File: src/rtl/sd_cmd_engine.sv
// sd_cmd_engine: builds the 48-bit SD command frame (with CRC7), shifts it
// out on the CMD line at the tick rate, then optionally captures and checks
// the 48-bit card response for the card-initialisation FSM.
module sd_cmd_engine #(
  parameter int RESP_TIMEOUT = 64
) (
  input  logic        clk_i,
  input  logic        rst_i,
  input  logic        tick_i,
  input  logic        start_i,
  input  logic [5:0]  cmd_index_i,
  input  logic [31:0] cmd_arg_i,
  input  logic        resp_expected_i,
  input  logic        resp_crc_chk_i,
  output logic        busy_o,
  output logic        done_o,
  output logic        resp_timeout_o,
  output logic        resp_crc_err_o,
  output logic [47:0] resp_data_o,
  output logic        cmd_out_o,
  output logic        cmd_oe_o,
  input  logic        cmd_in_i
);

  localparam int TO_W = $clog2(RESP_TIMEOUT + 1);

  typedef enum logic [2:0] {
    S_IDLE,
    S_TX,
    S_WAIT,
    S_RX,
    S_FIN
  } state_t;

  // CRC7 (x^7 + x^3 + 1, init 0) over 40 bits, MSB first
  function automatic logic [6:0] crc7(input logic [39:0] data);
    logic [6:0] crc;
    logic       fb;
    crc = 7'd0;
    for (int i = 39; i >= 0; i--) begin
      fb  = data[i] ^ crc[6];
      crc = {crc[5:0], 1'b0} ^ (fb ? 7'h09 : 7'h00);
    end
    return crc;
  endfunction

  state_t            state_q, state_d;
  logic [47:0]       frame_q, frame_d;
  logic [5:0]        bitCnt_q, bitCnt_d;
  logic [TO_W-1:0]   toCnt_q, toCnt_d;
  logic [47:0]       respData_q, respData_d;
  logic              respTimeout_q, respTimeout_d;
  logic              respCrcErr_q, respCrcErr_d;
  logic              respExp_q, respExp_d;
  logic              crcChk_q, crcChk_d;
  logic              cmdOut_q, cmdOut_d;
  logic              cmdOe_q, cmdOe_d;
  logic [39:0]       header;

  assign header = {2'b01, cmd_index_i, cmd_arg_i};

  // State and datapath registers; reset releases the CMD line immediately
  always_ff @(posedge clk_i) begin
    if (rst_i) begin
      state_q       <= S_IDLE;
      frame_q       <= '0;
      bitCnt_q      <= '0;
      toCnt_q       <= '0;
      respData_q    <= '0;
      respTimeout_q <= 1'b0;
      respCrcErr_q  <= 1'b0;
      respExp_q     <= 1'b0;
      crcChk_q      <= 1'b0;
      cmdOut_q      <= 1'b1;
      cmdOe_q       <= 1'b0;
    end else begin
      state_q       <= state_d;
      frame_q       <= frame_d;
      bitCnt_q      <= bitCnt_d;
      toCnt_q       <= toCnt_d;
      respData_q    <= respData_d;
      respTimeout_q <= respTimeout_d;
      respCrcErr_q  <= respCrcErr_d;
      respExp_q     <= respExp_d;
      crcChk_q      <= crcChk_d;
      cmdOut_q      <= cmdOut_d;
      cmdOe_q       <= cmdOe_d;
    end
  end

  // Next-state logic: all CMD-line activity advances only on tick cycles
  always_comb begin
    state_d       = state_q;
    frame_d       = frame_q;
    bitCnt_d      = bitCnt_q;
    toCnt_d       = toCnt_q;
    respData_d    = respData_q;
    respTimeout_d = respTimeout_q;
    respCrcErr_d  = respCrcErr_q;
    respExp_d     = respExp_q;
    crcChk_d      = crcChk_q;
    cmdOut_d      = cmdOut_q;
    cmdOe_d       = cmdOe_q;

    case (state_q)
      S_IDLE: begin
        if (start_i) begin
          frame_d       = {header, crc7(header), 1'b1};
          bitCnt_d      = '0;
          toCnt_d       = '0;
          respData_d    = '0;
          respTimeout_d = 1'b0;
          respCrcErr_d  = 1'b0;
          respExp_d     = resp_expected_i;
          crcChk_d      = resp_crc_chk_i;
          state_d       = S_TX;
        end
      end

      S_TX: begin
        if (tick_i) begin
          if (bitCnt_q == 6'd48) begin
            cmdOe_d  = 1'b0;
            cmdOut_d = 1'b1;
            bitCnt_d = '0;
            state_d  = respExp_q ? S_WAIT : S_FIN;
          end else begin
            cmdOe_d  = 1'b1;
            cmdOut_d = frame_q[47];
            frame_d  = {frame_q[46:0], 1'b1};
            bitCnt_d = bitCnt_q + 6'd1;
          end
        end
      end

      S_WAIT: begin
        if (tick_i) begin
          if (!cmd_in_i) begin
            respData_d = {respData_q[46:0], cmd_in_i};
            bitCnt_d   = 6'd1;
            state_d    = S_RX;
          end else if (toCnt_q >= TO_W'(RESP_TIMEOUT - 1)) begin
            toCnt_d       = TO_W'(RESP_TIMEOUT);
            respTimeout_d = 1'b1;
            state_d       = S_FIN;
          end else begin
            toCnt_d = toCnt_q + 1'b1;
          end
        end
      end

      S_RX: begin
        if (tick_i) begin
          respData_d = {respData_q[46:0], cmd_in_i};
          bitCnt_d   = bitCnt_q + 6'd1;
          if (bitCnt_q == 6'd47) begin
            bitCnt_d     = '0;
            state_d      = S_FIN;
            respCrcErr_d = !respData_d[0] ||
                           (crcChk_q && (respData_d[7:1] != crc7(respData_d[47:8])));
          end
        end
      end

      S_FIN: begin
        state_d = S_IDLE;
      end

      default: begin
        state_d = S_IDLE;
      end
    endcase
  end

  assign busy_o         = (state_q == S_TX) || (state_q == S_WAIT) || (state_q == S_RX);
  assign done_o         = (state_q == S_FIN);
  assign resp_timeout_o = respTimeout_q;
  assign resp_crc_err_o = respCrcErr_q;
  assign resp_data_o    = respData_q;
  assign cmd_out_o      = cmdOut_q;
  assign cmd_oe_o       = cmdOe_q;

endmodule
File: config.mk
export PLATFORM = sky130hd
export DESIGN_NAME = sd_cmd_engine
export DESIGN_NICKNAME = d
export VERILOG_FILES = /design/src/rtl/sd_cmd_engine.sv
export SDC_FILE = /design/constraint.sdc
export NUM_CORES = 1
export LEC_CHECK = 0
export ABC_CLOCK_PERIOD_IN_PS = 3150
export BUFFER_PORTS_ARGS = -buffer_cell sky130_fd_sc_hd__buf_2
export CORE_ASPECT_RATIO = 1.1
export CORE_UTILIZATION = 59
export CTS_BUF_LIST = sky130_fd_sc_hd__clkbuf_2
export DETAILED_ROUTE_END_ITERATION = 12
export MAX_ROUTING_LAYER = met4
export PLACE_DENSITY = 0.82
export SLEW_MARGIN = 20
export SYNTH_ARGS = -nofsm -noshare
export SYNTH_HDL_FRONTEND = slang
export SYNTH_SLANG_ARGS = --single-unit
File: constraint.sdc
create_clock -name clk_i -period 3.15 [get_ports clk_i]
set_clock_uncertainty 0.05 [all_clocks]
set_input_delay 0 -clock clk_i [delete_from_list [all_inputs] [get_ports clk_i]]
set_output_delay 0 -clock clk_i [all_outputs]
set_load 0.03 [all_outputs]
==> results.cfg, run 1 <==
[status]
outcome = completed

[worst_setup_path]
r2r_setup_slack_ps = 260
cp-startpoint = resp_data_o[46]
r2r_start = resp_data_o[46]
path_max_fanout = 6
crit_end = resp_crc_err_o
required_ps = 3670
rr_worst_depth = 8
worstReg2RegEnd = resp_crc_err_o
critPathCaptureType = register
crit_type = reg -> reg
cp-start-kind = register
cp.arrival_ps = 3410

[detailed_routing]
drt-initial-drc-count = 479
drt_wl_total_mm = 16.1
wl_per_cell_um = 16.1
vias = 5747
viasPerCell = 5.76
first_pass_iters = 5
drtAntennaViolNets = 0
drcViolationCount = 0

[cells_and_area]
syn2layout_area_growth_pct = 19.6
n_antenna_cell = 0
fin_util = 0.731
drive_above_1_share = 0.174
finalNetCount = 890

[global_route]
overflow = 0
grt_max_degree = 117
grt_pass1_wl_mm = 25.7
grt_pass1_vias = 5396
antenna_found_initial = 0
grt_usage = 0.301

[sta]
fin_crit_ps = 2890
slew_headroom = 0.430
final-setup-viol-count = 0
fmax_mhz = 346
setup_tns_ps = 0
hold_viol_final = 0
fin_crit_sh = 0.917
slew_violations = 0
rsz0062_at_grt = no
max_slew.worst_pin.slew_ps = 854

[synth]
ys_seq_area_frac = 0.370
async_flop_share = 0
yosys_warnings = 0
synth_top_cell_by_area = dfxtp_1
netlist_top_cells_count = nor2_1 (125), dfxtp_1 (118), nand2_1 (103), xnor2_1 (65), a22oi_1 (49)
synthFlopType = dfxtp_1
synth.net_count = 767
yosys.area_share.xor_xnor = 0.247
synth_area_per_cell_um2 = 8.87
synth_area_leaders = dfxtp_1 (37%), xnor2_1 (8.9%), nor2_1 (7.4%), xnor3_1 (7.1%), nand2_1 (6.1%)
synth_mux_area_frac = 0.00804
synth_top_family_by_area = XOR/XNOR gates
synth_edf_count = 0
synth_compound_area_frac = 0.167
synth_top_area_share = 0.370
synthAdderAreaFrac = 0.00588
ys_seq_elements = 118
yosys.cell_count.top_type = nor2_1
synth_area_um2 = 6380
synth_cells = 719
synth_cell_types = 51
yosys.area_share.simple = 0.167

[cts]
htreeDepth = 4
root_buffer = clkbuf_2
cts_resized = 0
clk_latency_ps = 670
cts_buffers = 17
cts_tree = yes
numClockSinks = 118
postCtsSetupBuffers = 0
clk_pin_slew_ps = 190
clockBufferDepth = 2

[placed_design]
gp_congestion = 0.835
hpwl_mm = 10.0
portBuffers = 98

[hold_path]
hold_path_class = in -> reg

[power_and_ir_drop]
power_frac_seq = 0.388
sw_frac_of_total = 0.414
ir_worst_vdd_v = 0.000563
combPwrFrac = 0.442
switchingPower_mw = 2.11
clock_power_share = 0.170
leakage_nw = 3.29
power_density_nw_per_um2 = 668
intPower_mw = 2.99

[die]
initial_utilization = 0.611
dieArea_um2 = 11200
io_pins = 99
fp.dieW_um = 101
die_h_um = 111
rows = 39
core_area_um2 = 10400

[flow_run]
cap_violations = 0
[critical path, stage by stage (launching register included)]
cell       delay (ps)
dfxtp_1           510
xnor2_1           230
xor3_1            440
xnor3_1           370
xnor2_1           320
xnor2_1           210
mux2_2            360
o2bb2ai_1         170
a41oi_1           110
[layout by cell type, fill, tap and decap left out, types with 5 or more instances in the layout]
cell             n
a211oi_1         5
a21oi_1         14
a22oi_1         49
a311oi_1        38
a31oi_1          6
buf_2           97
buf_4            5
clkbuf_2        18
clkinvlp_4       5
dfxtp_1        118
dlygate4sd3_1   49
inv_1            7
nand2_1        103
nand3_1          9
nand4_1          5
nor2_1         125
o21ai_0          8
xnor2_1         65
xnor3_1         20
xor2_1          34
[stage by stage]
stage | setup slack [ps] | instances | hold slack [ps] | power, mW | cell area (um^2)
after global routing | 80.4 | 998 | 60.9 | 5.43 | 7630
after global placement | 426 | 917 | 207 | 4.04 | 6930
final | 262 | 998 | 78.9 | 5.10 | 7630
after floorplan | 233 | 719 | 86.0 | 3.70 | 6380
after detailed placement | 302 | 917 | 220 | 4.13 | 6930
after CTS | 275 | 998 | 14.1 | 5.06 | 7630
[power by group through the flow]
stage | Sequential, mW | Clock (mW) | Combinational [mW]
2_1_floorplan | 1.95 | 0 | 1.75
4_1_cts | 1.97 | 0.878 | 2.21
6_report | 1.98 | 0.865 | 2.25
3_5_place_dp | 2.00 | 0 | 2.12
3_3_place_gp | 1.99 | 0 | 2.05
5_1_grt | 2.01 | 0.944 | 2.48
[worst min-delay path by stage]
stage,start,to,slack (ps),cells past startpoint
detailed placement,resp_crc_chk_i,crcChk_q,220,3
global placement,resp_crc_chk_i,crcChk_q,210,3
finish,cmd_arg_i[5],frame_q[13],80,4
global route,cmd_arg_i[7],frame_q[15],60,4
CTS,cmd_arg_i[7],frame_q[15],10,4
floorplan,resp_crc_chk_i,crcChk_q,90,2
[cell type report]
class | count | area (um^2)
clock buffers | 18 | 90.1
well taps | 143 | 179
flip-flops and latches | 118 | 2360
repair buffers | 153 | 1040
multi-input cells | 545 | 3820
clock inverters | 14 | 113
fillers | 793 | 2810
inverters | 7 | 26.3
[state kept, by name, summed over array words and instances (netlist names)]
| register | cells |
|---|---|
| cmd_out_o | 1 |
| frame_q | 48 |
| toCnt_q | 7 |
| resp_data_o | 48 |
| crcChk_q | 1 |
| cmd_oe_o | 1 |
| bitCnt_q | 6 |
| resp_crc_err_o | 1 |
| respExp_q | 1 |
| state_q | 3 |
| resp_timeout_o | 1 |
[layer usage]
metal / routed length [um] / GRT usage / vias up
met5: 0 / - / -
met4: 411 / 0.119 / 0
met3: 931 / 0.0561 / 39
met2: 8330 / 0.507 / 243
met1: 6380 / 0.353 / 2722
li1: - / - / 2743
[timing repair]
item                                    in CTS  in global routing
hold buffers                                49                  0
endpoints found under the setup margin       0                  0
hold endpoints to repair                   115                  0
[logic make-up (layout without fill, tap and decap cells)]
logic type | after synthesis | in the layout
fa+ha+maj | 3 | 3
mux | 5 | 5
simple gates | 263 | 263
compound gates | 143 | 143
buf+inv | 56 | 192
xor+xnor | 131 | 131
flops | 118 | 118
(Power assumes the default switching activity.)
==> run 2: changes to the inputs <==
--- a/config.mk
+++ b/config.mk
@@ -5,14 +5,14 @@
 export SDC_FILE = /design/constraint.sdc
 export NUM_CORES = 1
 export LEC_CHECK = 0
-export ABC_CLOCK_PERIOD_IN_PS = 3150
+export ABC_CLOCK_PERIOD_IN_PS = 3460
 export BUFFER_PORTS_ARGS = -buffer_cell sky130_fd_sc_hd__buf_2
 export CORE_ASPECT_RATIO = 1.1
-export CORE_UTILIZATION = 59
+export CORE_UTILIZATION = 64
 export CTS_BUF_LIST = sky130_fd_sc_hd__clkbuf_2
 export DETAILED_ROUTE_END_ITERATION = 12
 export MAX_ROUTING_LAYER = met4
-export PLACE_DENSITY = 0.82
+export PLACE_DENSITY = 0.88
 export SLEW_MARGIN = 20
 export SYNTH_ARGS = -nofsm -noshare
 export SYNTH_HDL_FRONTEND = slang
==> constraint.sdc (replaced) <==
create_clock -name clk_i -period 3.46 [get_ports clk_i]
set_clock_uncertainty 0.05 [all_clocks]
set_input_delay 0 -clock clk_i [delete_from_list [all_inputs] [get_ports clk_i]]
set_output_delay 0 -clock clk_i [all_outputs]
set_load 0.03 [all_outputs]
==> run 2 against run 1 <==
Net effect: utilization increased by 7.8 points; count of clock-buffer cells in the layout increased by 2; sequential power down 9%; combinational power fell by 4%; non-clock buffer count is 3 higher; setup slack improved by 110 ps; final area grew 1.0%; die area decreased by 7.7%; hold slack lost 5.0 ps; flip-flop and latch count unchanged; highest routed layer unchanged.
==> results.cfg, run 2 (synthesis gave the netlist of run 1 again) <==
[worst_setup_path]
cp-startpoint = toCnt_q[0]
r2r_start = toCnt_q[0]
path_max_fanout = 5
required_ps = 4010
critPathCaptureType = register
crit_type = reg -> reg
rr_worst_depth = 9
crit_end = state_q[0]
cp-start-kind = register
worstReg2RegEnd = state_q[0]
r2r_setup_slack_ps = 380
cp.arrival_ps = 3640

[sta]
max_slew.worst_pin.slew_ps = 854
rsz0062_at_grt = no
final-setup-viol-count = 0
slew_headroom = 0.431
fin_crit_sh = 0.891
hold_viol_final = 0
fin_crit_ps = 3080
fin_ws_ps = 376
fmax_mhz = 324
setup_tns_ps = 0
holdWs_ps = 73.9
slew_violations = 0

[placed_design]
gp_congestion = 0.927
place_ws_ps = 552
portBuffers = 98
hpwl_mm = 10.4
placed_cell_area_um2 = 6900
dp.cells = 891

[detailed_routing]
viasPerCell = 6.15
wl_per_cell_um = 17.8
vias = 5994
first_pass_iters = 6
drt_wl_total_mm = 17.4
drcViolationCount = 0
drt-initial-drc-count = 448
drtAntennaViolNets = 0

[cts]
clockBufferDepth = 2
root_buffer = clkbuf_2
cts_resized = 0
clk_pin_slew_ps = 200
cts_buffers = 17
clk_latency_ps = 710
htreeDepth = 4
numClockSinks = 118
cts_tree = yes

[cells_and_area]
layout.cells.most_common_list = nor2_1 (125), dfxtp_1 (118), nand2_1 (103)
fin_util = 0.808
fin_area_um2 = 7710
mostFrequentLayoutCell = nor2_1
multi_input_area_um2 = 3820
drive_above_1_share = 0.174
syn2layout_area_growth_pct = 20.8
stdcell_count = 975
finalNetCount = 893
num-fill-cells = 565
regArea_um2 = 2360

[global_route]
overflow = 0
grt_pass1_vias = 5710
grt_usage = 0.348
grt_pass1_wl_mm = 27.8
grt_max_degree = 117
antenna_found_initial = 1

[power_and_ir_drop]
intPower_mw = 3.02
switchingPower_mw = 2.00
power_mw = 5.02
sw_frac_of_total = 0.398
power_density_nw_per_um2 = 652
combPwrFrac = 0.428
leakage_nw = 3.37
clock_power_share = 0.212
ir_worst_vdd_v = 0.000492
power_frac_seq = 0.360

[hold_path]
hold_path_class = in -> reg

[die]
fp.dieW_um = 97.2
dieArea_um2 = 10400
rows = 37
io_pins = 99
die_h_um = 107
initial_utilization = 0.669
core_area_um2 = 9540

[status]
outcome = completed

[flow_run]
cap_violations = 0
## run 2: cell count changes in the layout (fill, tap and decap cells not counted)
cell	before	now
bufinv_16	1	5
clkinvlp_4	5	1
dlygate4sd3_1	49	52
clkbuf_2	18	20
clkinv_4	2	0
clkinv_1	2	1
diode_2	0	1
## run 2: final cells by class
type,count,share of cell area
Clock buffer,20,0.0130
Multi-Input combinational cell,545,0.495
Tap cell,117,0.0190
Timing Repair Buffer,156,0.139
Antenna cell,1,0.000325
Clock inverter,11,0.0235
Sequential cell,118,0.306
Inverter,7,0.00341
## run 2: worst min path at each step
| stage | startpoint | to | slack (ps) | cells past startpoint |
|---|---|---|---|---|
| 2_1_floorplan | resp_crc_chk_i | crcChk_q | 90 | 2 |
| 3_3_place_gp | resp_expected_i | respExp_q | 190 | 3 |
| 3_5_place_dp | resp_expected_i | respExp_q | 220 | 3 |
| 4_1_cts | cmd_arg_i[21] | frame_q[29] | 50 | 4 |
| 5_1_grt | cmd_arg_i[13] | frame_q[21] | 60 | 4 |
| 6_report | cmd_arg_i[13] | frame_q[21] | 70 | 4 |
## run 2: repair_timing
item / in CTS / in global routing
setup buffers: 0 / 0
hold buffers: 52 / 0
endpoints found under the hold margin: 115 / 0
## run 2: routing by layer
metal,GRT usage,part of all wire,vias to the layer above
met1,0.389,0.38,2870
met3,0.0691,0.065,73
met4,0.172,0.040,0
li1,-,-,2757
met2,0.598,0.51,294
met5,-,0,-
## run 2: worst max-delay path, stage by stage (launching register included)
cell and delay, ps:
dfxtp_1 390, ha_1 270, a21oi_1 130, o21bai_1 110
or3_1 390, o221a_2 310, mux2i_1 150, dlygate4sd3_1 570
nor2_1 40, dlygate4sd3_1 580
## run 2: power by group through the flow
stage | Combinational (mW) | Clock, mW | Sequential, mW
4_1_cts | 2.04 | 1.06 | 1.79
3_5_place_dp | 1.96 | 0 | 1.82
5_1_grt | 2.33 | 1.13 | 1.83
3_3_place_gp | 1.86 | 0 | 1.81
2_1_floorplan | 1.59 | 0 | 1.78
6_report | 2.15 | 1.07 | 1.81
==> run 3: changes to the inputs <==
--- a/config.mk
+++ b/config.mk
@@ -5,14 +5,15 @@
 export SDC_FILE = /design/constraint.sdc
 export NUM_CORES = 1
 export LEC_CHECK = 0
+export ABC_AREA = 1
 export ABC_CLOCK_PERIOD_IN_PS = 3460
 export BUFFER_PORTS_ARGS = -buffer_cell sky130_fd_sc_hd__buf_2
 export CORE_ASPECT_RATIO = 1.1
-export CORE_UTILIZATION = 64
+export CORE_UTILIZATION = 65
 export CTS_BUF_LIST = sky130_fd_sc_hd__clkbuf_2
 export DETAILED_ROUTE_END_ITERATION = 12
 export MAX_ROUTING_LAYER = met4
-export PLACE_DENSITY = 0.88
+export PLACE_DENSITY = 0.89
 export SLEW_MARGIN = 20
 export SYNTH_ARGS = -nofsm -noshare
 export SYNTH_HDL_FRONTEND = slang
==> run 3 against run 2 <==
Net effect: via count is 39% higher; cell count is 47% higher; utilization is 1.9 points higher; critical path depth is 14 higher; non-clock buffer count is 18 higher; sequential share of layout area is 3.3 points lower; synthesized cell count is 56% higher; count of clock-buffer cells in the layout is 2 lower; first-iteration DRC count is 47% higher; critical endpoint is now frame_q[6].
==> results.cfg, run 3 <==
[status]
outcome = completed

[sta]
fin_ws_ps = 221
final-setup-viol-count = 0
slew_violations = 0
fin_crit_ps = 3240
slew_headroom = 0.513
hold_viol_final = 0
max_slew.worst_pin.slew_ps = 729
fmax_mhz = 309
fin_crit_sh = 0.936

[worst_setup_path]
path_max_fanout = 4
crit_chain = dlygate4sd3_1 -> buf_2 -> xnor2_1 -> xor2_1 -> xor2_1 -> nand2_1 -> nand2_1 -> xor2_1 -> nand2_1 -> nand2_1 -> nand2_1 -> nand2_1 -> nand2_1 -> nand2_1 -> inv_1 -> nand2_1 -> nand2_1 -> nand2_1 -> nand2_1 -> nand2_1 -> nand3_1 -> nand2_1 -> a21oi_1
crit_slowest_cell = dlygate4sd3_1
crit_top_cell = nand2_1
worst_path_largest_cell_delay_ps = 540
cp-start-kind = primary input
cp.arrival_ps = 3790
worstReg2RegEnd = frame_q[9]
critPathCaptureType = register
crit_type = in -> reg
r2r_setup_slack_ps = 280
r2r_start = state_q[1]
required_ps = 4010
rr_worst_depth = 16

[synth]
synth_top_family_by_area = simple AND/OR/NAND/NOR gates
synth_cell_types = 37
yosys.area_share.xor_xnor = 0.0641
synth_compound_area_frac = 0.156
synthFlopType = dfxtp_1
yosys.area_share.simple = 0.355
synth_cells = 1121
ys_seq_elements = 118
async_flop_share = 0
netlist_top_cells_count = nand2_1 (404), dfxtp_1 (118), inv_1 (111), nor2_1 (88), nand3_1 (84)
yosys.cell_count.top_type = nand2_1
synth.net_count = 1169
synth_area_um2 = 7130
synth_area_per_cell_um2 = 6.36
synth_mux_area_frac = 0
synth_top_cell_by_area = dfxtp_1
yosys_warnings = 0
ys_seq_area_frac = 0.332
synth_top_area_share = 0.332
synth_edf_count = 0
synth_area_leaders = dfxtp_1 (33%), nand2_1 (21%), nand3_1 (5.9%), inv_1 (5.8%), a22oi_1 (5.0%)
synthAdderAreaFrac = 0.00527

[hold_path]
hold_end = frame_q[23]
whs_path_depth = 4
hold_path_class = in -> reg
hp-start = cmd_arg_i[15]

[global_route]
grt_pass1_wl_mm = 34.7
grt_max_degree = 70
grt_usage = 0.394
antenna_found_initial = 4
overflow = 0
grt_pass1_vias = 7586

[detailed_routing]
dr_wl_met2_mm = 10.1
highest_layer = met4
first_pass_iters = 6
wl_met3_mm = 1.83
drcViolationCount = 0
drt-initial-drc-count = 657
wl_per_cell_um = 15.2
wl_met1_mm = 8.36
drt_wl_total_mm = 21.7
drtAntennaViolNets = 0
vias = 8354
viasPerCell = 5.84

[flow_run]
cap_violations = 0

[power_and_ir_drop]
switchingPower_mw = 2.88
leakage_nw = 4.17
ir_worst_vdd_v = 0.000731
intPower_mw = 3.23
clock_power_share = 0.175
sw_frac_of_total = 0.471
power_frac_seq = 0.287
combPwrFrac = 0.538
power_density_nw_per_um2 = 701

[die]
dieArea_um2 = 11400
core_area_um2 = 10500
io_pins = 99
die_h_um = 112
fp.dieW_um = 102
initial_utilization = 0.676
rows = 39

[cells_and_area]
num-fill-cells = 707
drive_above_1_share = 0.140
layout.cells.most_common_list = nand2_1 (396), inv_1 (111), dfxtp_1 (107)
syn2layout_area_growth_pct = 22.4
multi_input_area_um2 = 4220
finalNetCount = 1319
fin_util = 0.827
mostFrequentLayoutCell = nand2_1
regArea_um2 = 2390

[cts]
htreeDepth = 4
root_buffer = clkbuf_2
clockBufferDepth = 2
clk_pin_slew_ps = 180
clk_latency_ps = 730
cts_buffers = 17
numClockSinks = 118
cts_tree = yes

[placed_design]
place_ws_ps = 294
portBuffers = 98
gp_congestion = 0.930
hpwl_mm = 12.1
-- run 3: worst max path at each step --
stage	from	endpoint	slack, ps	cells past startpoint
3_5_place_dp	resp_data_o[45]	resp_crc_err_o	290	29
2_1_floorplan	resp_data_o[45]	resp_crc_err_o	530	28
5_1_grt	state_q[1]	frame_q[9]	-0.2	16
6_report	cmd_index_i[5]	frame_q[6]	220	23
3_3_place_gp	resp_data_o[45]	resp_crc_err_o	360	29
4_1_cts	state_q[1]	frame_q[9]	40	16
-- run 3: logic make-up after synthesis --
| kind of cell | after synthesis |
|---|---|
| flops | 118 |
| compound gates | 180 |
| buf+inv | 155 |
| simple gates | 617 |
| fa+ha+maj | 3 |
| xor+xnor | 48 |
-- run 3: routing by layer --
metal,track usage,vias up
met2,0.617,531
li1,-,3957
met5,-,-
met1,0.447,3709
met3,0.0835,157
met4,0.268,0
-- run 3: per-stage QoR --
stage	cells	instance area, um^2	power (mW)	setup TNS [ps]	hold slack (ps)
final	1430	8720	6.11	0	53.3
after global routing	1430	8720	6.48	-0.183	37.9
after CTS	1424	8610	5.72	0	3.58
after detailed placement	1329	7690	4.48	0	237
after global placement	1329	7690	4.42	0	232
after floorplan	1121	7130	3.95	0	111
-- run 3: worst max-delay path: cells and delay by family --
kind	cells	cell delay, ps
simple gates	15	1720
compound gates	1	50
xor+xnor	4	1170
buf+inv	3	820
-- run 3: repair_timing --
| action | 4_1_cts | 5_1_grt |
|---|---|---|
| buffers inserted | 0 | 2 |
| hold endpoints to repair | 118 | 0 |
| resized for setup | 0 | 35 |
| endpoints found under the setup margin | 0 | 35 |
| hold buffers | 64 | 0 |
-- run 3: final cells by class --
cell class | count | share of cell area
clock inverter | 13 | 0.0214
tap | 143 | 0.0205
timing repair buffer | 174 | 0.141
clock buffer | 18 | 0.0103
multi-input combinational | 848 | 0.484
inverter | 112 | 0.0482
sequential | 118 | 0.274
antenna | 4 | 0.00115
-- run 3: power by group through the flow --
stage	clock network (mW)	registers, mW	logic (mW)
6_report	1.07	1.75	3.28
5_1_grt	1.13	1.78	3.57
4_1_cts	1.06	1.73	2.93
3_5_place_dp	0	1.76	2.73
3_3_place_gp	0	1.75	2.67
2_1_floorplan	0	1.75	2.20
